`src/rtl/riscv_pkg.sv`:
```
// Shared RV32I definitions used by the memory-access stage.
//   F3_*      : funct3 codes for load/store size and signedness
//   mem_state_t : memory-stage FSM states
//   WB_*      : write-back source select encodings
package riscv_pkg;

  localparam logic [2:0] F3_B  = 3'b000;
  localparam logic [2:0] F3_H  = 3'b001;
  localparam logic [2:0] F3_W  = 3'b010;
  localparam logic [2:0] F3_BU = 3'b100;
  localparam logic [2:0] F3_HU = 3'b101;

  typedef enum logic [0:0] {
    MS_IDLE = 1'b0,
    MS_WAIT = 1'b1
  } mem_state_t;

  localparam logic [1:0] WB_ALU = 2'b00;
  localparam logic [1:0] WB_MEM = 2'b01;
  localparam logic [1:0] WB_PC4 = 2'b10;

endpackage

```
`src/rtl/load_store_align.sv`:
```
// Byte-lane steering for the memory stage (purely combinational).
//   addr_lo_i    : effective address bits [1:0]
//   funct3_i     : access size / signedness
//   store_data_i : rs2 value to be stored
//   rdata_i      : word returned by data memory
//   be_o         : byte enables for a store of this size at this offset
//   wdata_o      : store data replicated into every lane of its size
//   load_data_o  : selected, sign/zero-extended load result
//   misaligned_o : access size does not fit the address alignment
module load_store_align
  import riscv_pkg::*;
(
  input  logic [1:0]  addr_lo_i,
  input  logic [2:0]  funct3_i,
  input  logic [31:0] store_data_i,
  input  logic [31:0] rdata_i,
  output logic [3:0]  be_o,
  output logic [31:0] wdata_o,
  output logic [31:0] load_data_o,
  output logic        misaligned_o
);

  logic [31:0]        rdata_shifted;
  logic signed [7:0]  ld_byte;
  logic signed [15:0] ld_half;

  // Bring the addressed byte/half down to bit 0 before extension.
  assign rdata_shifted = rdata_i >> {addr_lo_i, 3'b000};
  assign ld_byte       = rdata_shifted[7:0];
  assign ld_half       = rdata_shifted[15:0];

  always_comb begin
    load_data_o = '0;
    case (funct3_i)
      F3_B:    load_data_o = 32'(ld_byte);
      F3_H:    load_data_o = 32'(ld_half);
      F3_W:    load_data_o = rdata_shifted;
      F3_BU:   load_data_o = {24'h0, rdata_shifted[7:0]};
      F3_HU:   load_data_o = {16'h0, rdata_shifted[15:0]};
      default: load_data_o = '0;
    endcase
  end

  // Replicating the data lets memory pick it up from whichever lane is enabled.
  always_comb begin
    be_o    = 4'b0000;
    wdata_o = store_data_i;
    case (funct3_i[1:0])
      2'b00: begin
        be_o    = 4'b0001 << addr_lo_i;
        wdata_o = {4{store_data_i[7:0]}};
      end
      2'b01: begin
        be_o    = 4'b0011 << {addr_lo_i[1], 1'b0};
        wdata_o = {2{store_data_i[15:0]}};
      end
      2'b10: begin
        be_o    = 4'b1111;
        wdata_o = store_data_i;
      end
      default: begin
        be_o    = 4'b0000;
        wdata_o = store_data_i;
      end
    endcase
  end

  always_comb begin
    case (funct3_i[1:0])
      2'b01:   misaligned_o = addr_lo_i[0];
      2'b10:   misaligned_o = |addr_lo_i;
      default: misaligned_o = 1'b0;
    endcase
  end

endmodule

```
`src/rtl/mem_stage.sv`:
```
// RV32I memory-access stage: req/ack data-memory transaction, pipeline hold
// while memory is busy, wait-state timeout, and the MEM/WB register.
//   clk, rst            : clock, asynchronous active-high reset
//   pc_in .. reg_write_in : instruction fields from EX/MEM
//   dmem_*              : data-memory request side (ack/rdata come back)
//   mem_stall           : freeze upstream stages this cycle
//   misaligned          : current access violates its size alignment
//   wb_*                : registered MEM/WB outputs
module mem_stage
  import riscv_pkg::*;
#(
  parameter int unsigned TIMEOUT_CYCLES = 16,
  parameter int unsigned CNT_W          = 8
) (
  input  logic        clk,
  input  logic        rst,
  input  logic [31:0] pc_in,
  input  logic [31:0] alu_result_in,
  input  logic [31:0] rs2_data_in,
  input  logic [2:0]  funct3_in,
  input  logic [4:0]  rd_in,
  input  logic [1:0]  wb_sel_in,
  input  logic        mem_read_in,
  input  logic        mem_write_in,
  input  logic        reg_write_in,
  output logic        dmem_req,
  output logic        dmem_we,
  output logic [31:0] dmem_addr,
  output logic [31:0] dmem_wdata,
  output logic [3:0]  dmem_be,
  input  logic        dmem_ack,
  input  logic [31:0] dmem_rdata,
  output logic        mem_stall,
  output logic        misaligned,
  output logic [31:0] wb_pc,
  output logic [31:0] wb_alu_result,
  output logic [31:0] wb_load_data,
  output logic [4:0]  wb_rd,
  output logic [1:0]  wb_sel,
  output logic        wb_reg_write,
  output logic        wb_valid,
  output logic        wb_bus_err,
  output logic        wb_misaligned
);

  localparam bit               TO_EN   = (TIMEOUT_CYCLES != 0);
  localparam logic [CNT_W-1:0] TO_LAST = TO_EN ? CNT_W'(TIMEOUT_CYCLES - 1) : '0;

  mem_state_t       state_q, state_d;
  logic [CNT_W-1:0] cnt_q, cnt_d;

  logic        access, is_store, is_load;
  logic        align_bad, misaligned_acc, timeout_hit, req;
  logic [3:0]  be_raw;
  logic [31:0] wdata_raw, ld_data;

  logic [31:0] wb_pc_q, wb_alu_result_q, wb_load_data_q;
  logic [4:0]  wb_rd_q;
  logic [1:0]  wb_sel_q;
  logic        wb_reg_write_q, wb_valid_q, wb_bus_err_q, wb_misaligned_q;

  load_store_align u_align (
    .addr_lo_i    (alu_result_in[1:0]),
    .funct3_i     (funct3_in),
    .store_data_i (rs2_data_in),
    .rdata_i      (dmem_rdata),
    .be_o         (be_raw),
    .wdata_o      (wdata_raw),
    .load_data_o  (ld_data),
    .misaligned_o (align_bad)
  );

  // A request with both read and write set is a store.
  assign access         = mem_read_in | mem_write_in;
  assign is_store       = mem_write_in;
  assign is_load        = mem_read_in & ~mem_write_in;
  assign misaligned_acc = access & align_bad;
  assign misaligned     = misaligned_acc;

  // Last permitted wait cycle with no ack: retire with a bus error instead.
  assign timeout_hit = TO_EN && (state_q == MS_WAIT) && !dmem_ack && (cnt_q == TO_LAST);

  // Request is combinational so a same-cycle ack costs no extra cycles;
  // gating with rst drops it immediately when reset hits mid-transaction.
  assign req = ~rst & (((state_q == MS_IDLE) & access & ~align_bad) | (state_q == MS_WAIT));

  assign dmem_req   = req;
  assign dmem_we    = ~rst & is_store;
  assign dmem_be    = (~rst & is_store) ? be_raw : 4'b0000;
  assign dmem_wdata = wdata_raw;
  assign dmem_addr  = {alu_result_in[31:2], 2'b00};
  assign mem_stall  = req & ~dmem_ack & ~timeout_hit;

  always_comb begin
    state_d = state_q;
    cnt_d   = cnt_q;
    case (state_q)
      MS_IDLE: begin
        if (req && !dmem_ack) begin
          state_d = MS_WAIT;
          cnt_d   = '0;
        end
      end
      MS_WAIT: begin
        if (dmem_ack || timeout_hit) begin
          state_d = MS_IDLE;
        end else begin
          cnt_d = cnt_q + CNT_W'(1);
        end
      end
      default: state_d = MS_IDLE;
    endcase
  end

  always_ff @(posedge clk or posedge rst) begin
    if (rst) begin
      state_q <= MS_IDLE;
      cnt_q   <= '0;
    end else begin
      state_q <= state_d;
      cnt_q   <= cnt_d;
    end
  end

  // MEM/WB boundary: capture when not stalled, otherwise emit a bubble.
  always_ff @(posedge clk or posedge rst) begin
    if (rst) begin
      wb_pc_q         <= '0;
      wb_alu_result_q <= '0;
      wb_load_data_q  <= '0;
      wb_rd_q         <= '0;
      wb_sel_q        <= '0;
      wb_reg_write_q  <= 1'b0;
      wb_valid_q      <= 1'b0;
      wb_bus_err_q    <= 1'b0;
      wb_misaligned_q <= 1'b0;
    end else if (!mem_stall) begin
      wb_pc_q         <= pc_in;
      wb_alu_result_q <= alu_result_in;
      wb_load_data_q  <= is_load ? ld_data : '0;
      wb_rd_q         <= rd_in;
      wb_sel_q        <= wb_sel_in;
      wb_reg_write_q  <= reg_write_in & ~misaligned_acc & ~timeout_hit;
      wb_valid_q      <= 1'b1;
      wb_bus_err_q    <= timeout_hit;
      wb_misaligned_q <= misaligned_acc;
    end else begin
      wb_valid_q      <= 1'b0;
      wb_reg_write_q  <= 1'b0;
    end
  end

  assign wb_pc         = wb_pc_q;
  assign wb_alu_result = wb_alu_result_q;
  assign wb_load_data  = wb_load_data_q;
  assign wb_rd         = wb_rd_q;
  assign wb_sel        = wb_sel_q;
  assign wb_reg_write  = wb_reg_write_q;
  assign wb_valid      = wb_valid_q;
  assign wb_bus_err    = wb_bus_err_q;
  assign wb_misaligned = wb_misaligned_q;

endmodule

```
`config.mk`:
```
export PLATFORM = sky130hd
export DESIGN_NAME = mem_stage
export DESIGN_NICKNAME = d
export VERILOG_FILES = /design/src/rtl/riscv_pkg.sv /design/src/rtl/load_store_align.sv /design/src/rtl/mem_stage.sv
export SDC_FILE = /design/constraint.sdc
export NUM_CORES = 1
export LEC_CHECK = 0
export ABC_CLOCK_PERIOD_IN_PS = 5600
export CAP_MARGIN = 10
export CELL_PAD_IN_SITES_DETAIL_PLACEMENT = 1
export CELL_PAD_IN_SITES_GLOBAL_PLACEMENT = 1
export CORE_MARGIN = 1.5
export CORE_UTILIZATION = 30
export CTS_CLUSTER_SIZE = 8
export DETAILED_ROUTE_END_ITERATION = 7
export GPL_TIMING_DRIVEN = 0
export MAX_ROUTING_LAYER = met4
export PLACE_DENSITY = 0.9
export SLEW_MARGIN = 10
export SYNTH_ARGS = -nofsm -noshare
export SYNTH_HDL_FRONTEND = slang
export SYNTH_SLANG_ARGS = --single-unit
```
`constraint.sdc`:
```
create_clock -name clk -period 5.6 [get_ports clk]
set_clock_uncertainty 0.15 [all_clocks]
set_input_delay 0.84 -clock clk [delete_from_list [all_inputs] [get_ports clk]]
set_output_delay 0.84 -clock clk [all_outputs]
set_load 0.02 [all_outputs]
```
==> results of run 1 <==
-- per-stage QoR --
step	setup slack (ns)	std cells
after floorplan	0.873	519
after global placement	-1.42	1104
after detailed placement	0.636	1105
after CTS	0.637	1135
after global routing	0.510	1137
final	0.675	1137
-- final timing paths --
kind	start	end	slack, ns	depth (start not counted)
hold / removal	wb_pc[22]	wb_pc[22]	0.35	1
setup / recovery	funct3_in[0]	dmem_wdata[20]	0.68	8
min in group asynchronous	rst	cnt_q[2]	0.94	2
setup reg to reg	cnt_q[0]	wb_pc[28]	2.94	8
max in group asynchronous	rst	wb_load_data[8]	3.64	3
hold reg to reg	wb_pc[22]	wb_pc[22]	0.35	1
-- cells in the mapped netlist (2+ instances only) --
cell type | count | area, µm²
dfrtp_1 | 116 | 2900
mux2_2 | 93 | 1050
buf_4 | 47 | 353
nand2_1 | 39 | 146
a22o_1 | 32 | 280
nand3_1 | 24 | 120
a211oi_1 | 15 | 113
nor2b_1 | 15 | 93.8
nor2_1 | 11 | 41.3
buf_2 | 10 | 50.1
o21ai_0 | 10 | 50.1
mux2i_1 | 9 | 90.1
a22oi_1 | 8 | 60.1
clkbuf_1 | 8 | 30.0
a2bb2oi_1 | 7 | 61.3
inv_1 | 7 | 26.3
ha_1 | 5 | 62.6
nand2b_1 | 5 | 31.3
a21oi_1 | 4 | 20.0
a31oi_1 | 4 | 25.0
buf_1 | 4 | 15.0
mux2_4 | 3 | 45.0
nor3_1 | 3 | 15.0
nor3b_1 | 3 | 22.5
o211ai_1 | 3 | 22.5
o21a_1 | 3 | 22.5
a32oi_1 | 2 | 17.5
buf_6 | 2 | 22.5
nand4_1 | 2 | 12.5
o311ai_0 | 2 | 17.5
or4_1 | 2 | 15.0
-- registers in the layout, indices dropped and copies added, names as in the netlist --
name,cells
cnt_q,8
state_q,1
wb_alu_result,32
wb_bus_err,1
wb_load_data,32
wb_misaligned,1
wb_pc,32
wb_rd,5
wb_reg_write,1
wb_sel,2
wb_valid,1
-- where the power goes --
part	switching, mW	internal (mW)	total (mW)
sequential	0.0370	0.901	0.938
combinational	0.331	0.362	0.692
clock	0.376	0.695	1.07
total	0.743	1.96	2.70
-- cell usage in the layout, fill, tap and decap left out, types with 5 or more instances in the layout --
cell type | synthesis | final
inv_1 | 7 | 6
nor2b_1 | 15 | 15
nand2b_1 | 5 | 5
a22o_1 | 32 | 32
clkdlybuf4s50_1 | 0 | 320
buf_4 | 47 | 47
dfrtp_1 | 116 | 116
nor2_1 | 11 | 11
nand3_1 | 24 | 24
clkbuf_1 | 8 | 9
mux2i_1 | 9 | 9
o21ai_0 | 10 | 10
ha_1 | 5 | 5
nand2_1 | 39 | 39
buf_2 | 10 | 10
a211oi_1 | 15 | 15
mux2_2 | 93 | 93
clkbuf_16 | 0 | 17
a2bb2oi_1 | 7 | 7
a22oi_1 | 8 | 8
-- final cells by class --
class,count,area [µm²]
Clock buffer,22,484
Sequential cell,116,2900
Tap cell,265,332
Multi-Input combinational cell,324,2670
Buffer,71,470
Timing Repair Buffer,321,3230
Clock inverter,8,101
Fill cell,2118,9420
Inverter,8,40.0
Antenna cell,2,5.00
-- worst reg2reg max path, delay by kind of cell (launching register included) --
family / cells / cell delay, ns
AO/OA/AOI/OAI: 1 / 0.52
buffers and inverters: 3 / 0.49
AND/OR/NAND/NOR: 2 / 0.41
flip-flops: 1 / 0.41
multiplexers: 1 / 0.31
adder cells (fa/ha/maj): 1 / 0.26
-- layer usage --
metal / vias to the layer above / track usage [%] / part of all wire, %
met5: - / - / 0
met2: 276 / 40.7 / 52
met4: 0 / 9.39 / 3.3
met3: 55 / 5.57 / 6.6
met1: 2780 / 24.5 / 38
li1: 2536 / - / -
-- kinds of logic (layout without fill, tap and decap cells) --
kind of cell               Yosys count  after routing  synth area share [%]
DFF                                116            116                  47.8
and+or+nand+nor                    110            110                  9.44
muxes                              105            105                  19.5
AOI/OAI and AO/OA                  102            102                  13.9
buffers and inverters               79            430                  8.32
adders and majority gates            5              5                  1.03
other                                1              4                0.0617
==> impl_results.md, run 1 <==
- Worst setup EP type: primary output
- Clock Latency Late Sink: 0.41 ns
- Final Hold Fails: 0
- Hold slack: 0.351 ns
- # rows: 51
- Async SR Flop Fraction: 100%
- Total grt overflow: 0
- Wire per inst: 20.5 µm
- Largest delay share family, worst path: buffers and inverters
- Critical-path cell list: clkdlybuf4s50_1 > inv_1 > ha_1 > clkbuf_1 > nor2_1 > clkbuf_1 > mux2_2 > clkdlybuf4s50_1
- Initial antenna violation count: 2
- Highest-delay cell along the critical path: nor2_1
- Worst slew margin: 36.5%
- Worst VDD drop: 0.000167 V
- Post-Layout Inst Area: 10,200 µm²
- Total GRT Usage: 23.0%
- Area of the mapped netlist: 6070 µm²
- Post-layout net count: 1,008
- Seq cells post-synth: 116
- Die H: 145 µm
- DR vias: 5,647
- Placed cell area: 9640 µm²
- Final WL: 23.4 mm
- CP startpoint kind: input pin
- H-tree Lvls: 4
- Routability Congestion: 0.848
- Status: completed
- CTS clk-pin slew, worst paths: 0.06 ns
- Post-route DRC: 0
- Vias in the first global route: 6,333
- Slowest stage delay, CP: 0.55 ns
- CTS Hold Buffers Added: 0
- Area added between synthesis and finish: 68.5%
- CP Data Arrival Time: 3.93 ns
- Design Power: 2.70 mW
- LEAKAGE: 4.33 nW
- Mapped Cells: 518
- Synth Flop Type: dfrtp_1
- Routed vias/inst: 4.97
- Largest net degree at the start of global routing: 64
- DPL Wire Length: 18.8 mm
- Worst Hold Class: flip-flop to flip-flop
- Worst EP required: 4.61 ns
- Core area: 19,700 µm²
- Port Buffers: 320
- Number of synthesized flops with an enable pin: 0
- Num CTS Buffers: 17
- Max-slew violations: 0
- Critical path class: input pin to primary output
- Die footprint: 21,100 µm²
- Max FO, Critical Path: 10
- Clock Sinks: 116
- Peak Freq: 0.203 GHz
- ANT nets after route: 0
- Layout cells sized above 1: 22.5%
- Tightest Pin Transition: 0.949 ns
- Fin crit period: 4.92 ns
- RSZ-0062 raised after global routing: no
- Starting utilization of the core area: 30.9%
- Clock root buffer: clkbuf_16
- PD cells: 264 nW/µm²
- Setup bufs post-CTS: 0
- Die width: 145 µm
- First-pass GRT wire length: 36.4 mm
- Drt first pass iters: 4
- Netlist cell types: 51
- # setup viols final: 0
- MaxCap Viol Count: 0
- Final period utilization: 87.9%
- CTS max path bufs: 2
- # IOs: 323
- Warnings from Yosys: 0
- CTS resizes: 0
- Register area share after synthesis: 47.8%
- Final core occ: 52.1%
- Setup_tns: 0 ns
- Avg Cell Area, Syn: 11.7 µm²
- Buffers & Inverters on Critical Path: 5
- Starting DRT DRC Count: 155
- CTS tree: done
No activity file was read; power rests on OpenSTA's default activity.
==> run 2: changes to the inputs <==
- HOLD_SLACK_MARGIN: unset -> 0.15
==> results of run 2 <==
The final DEF is identical to that of run 1; final timing and power are the same.
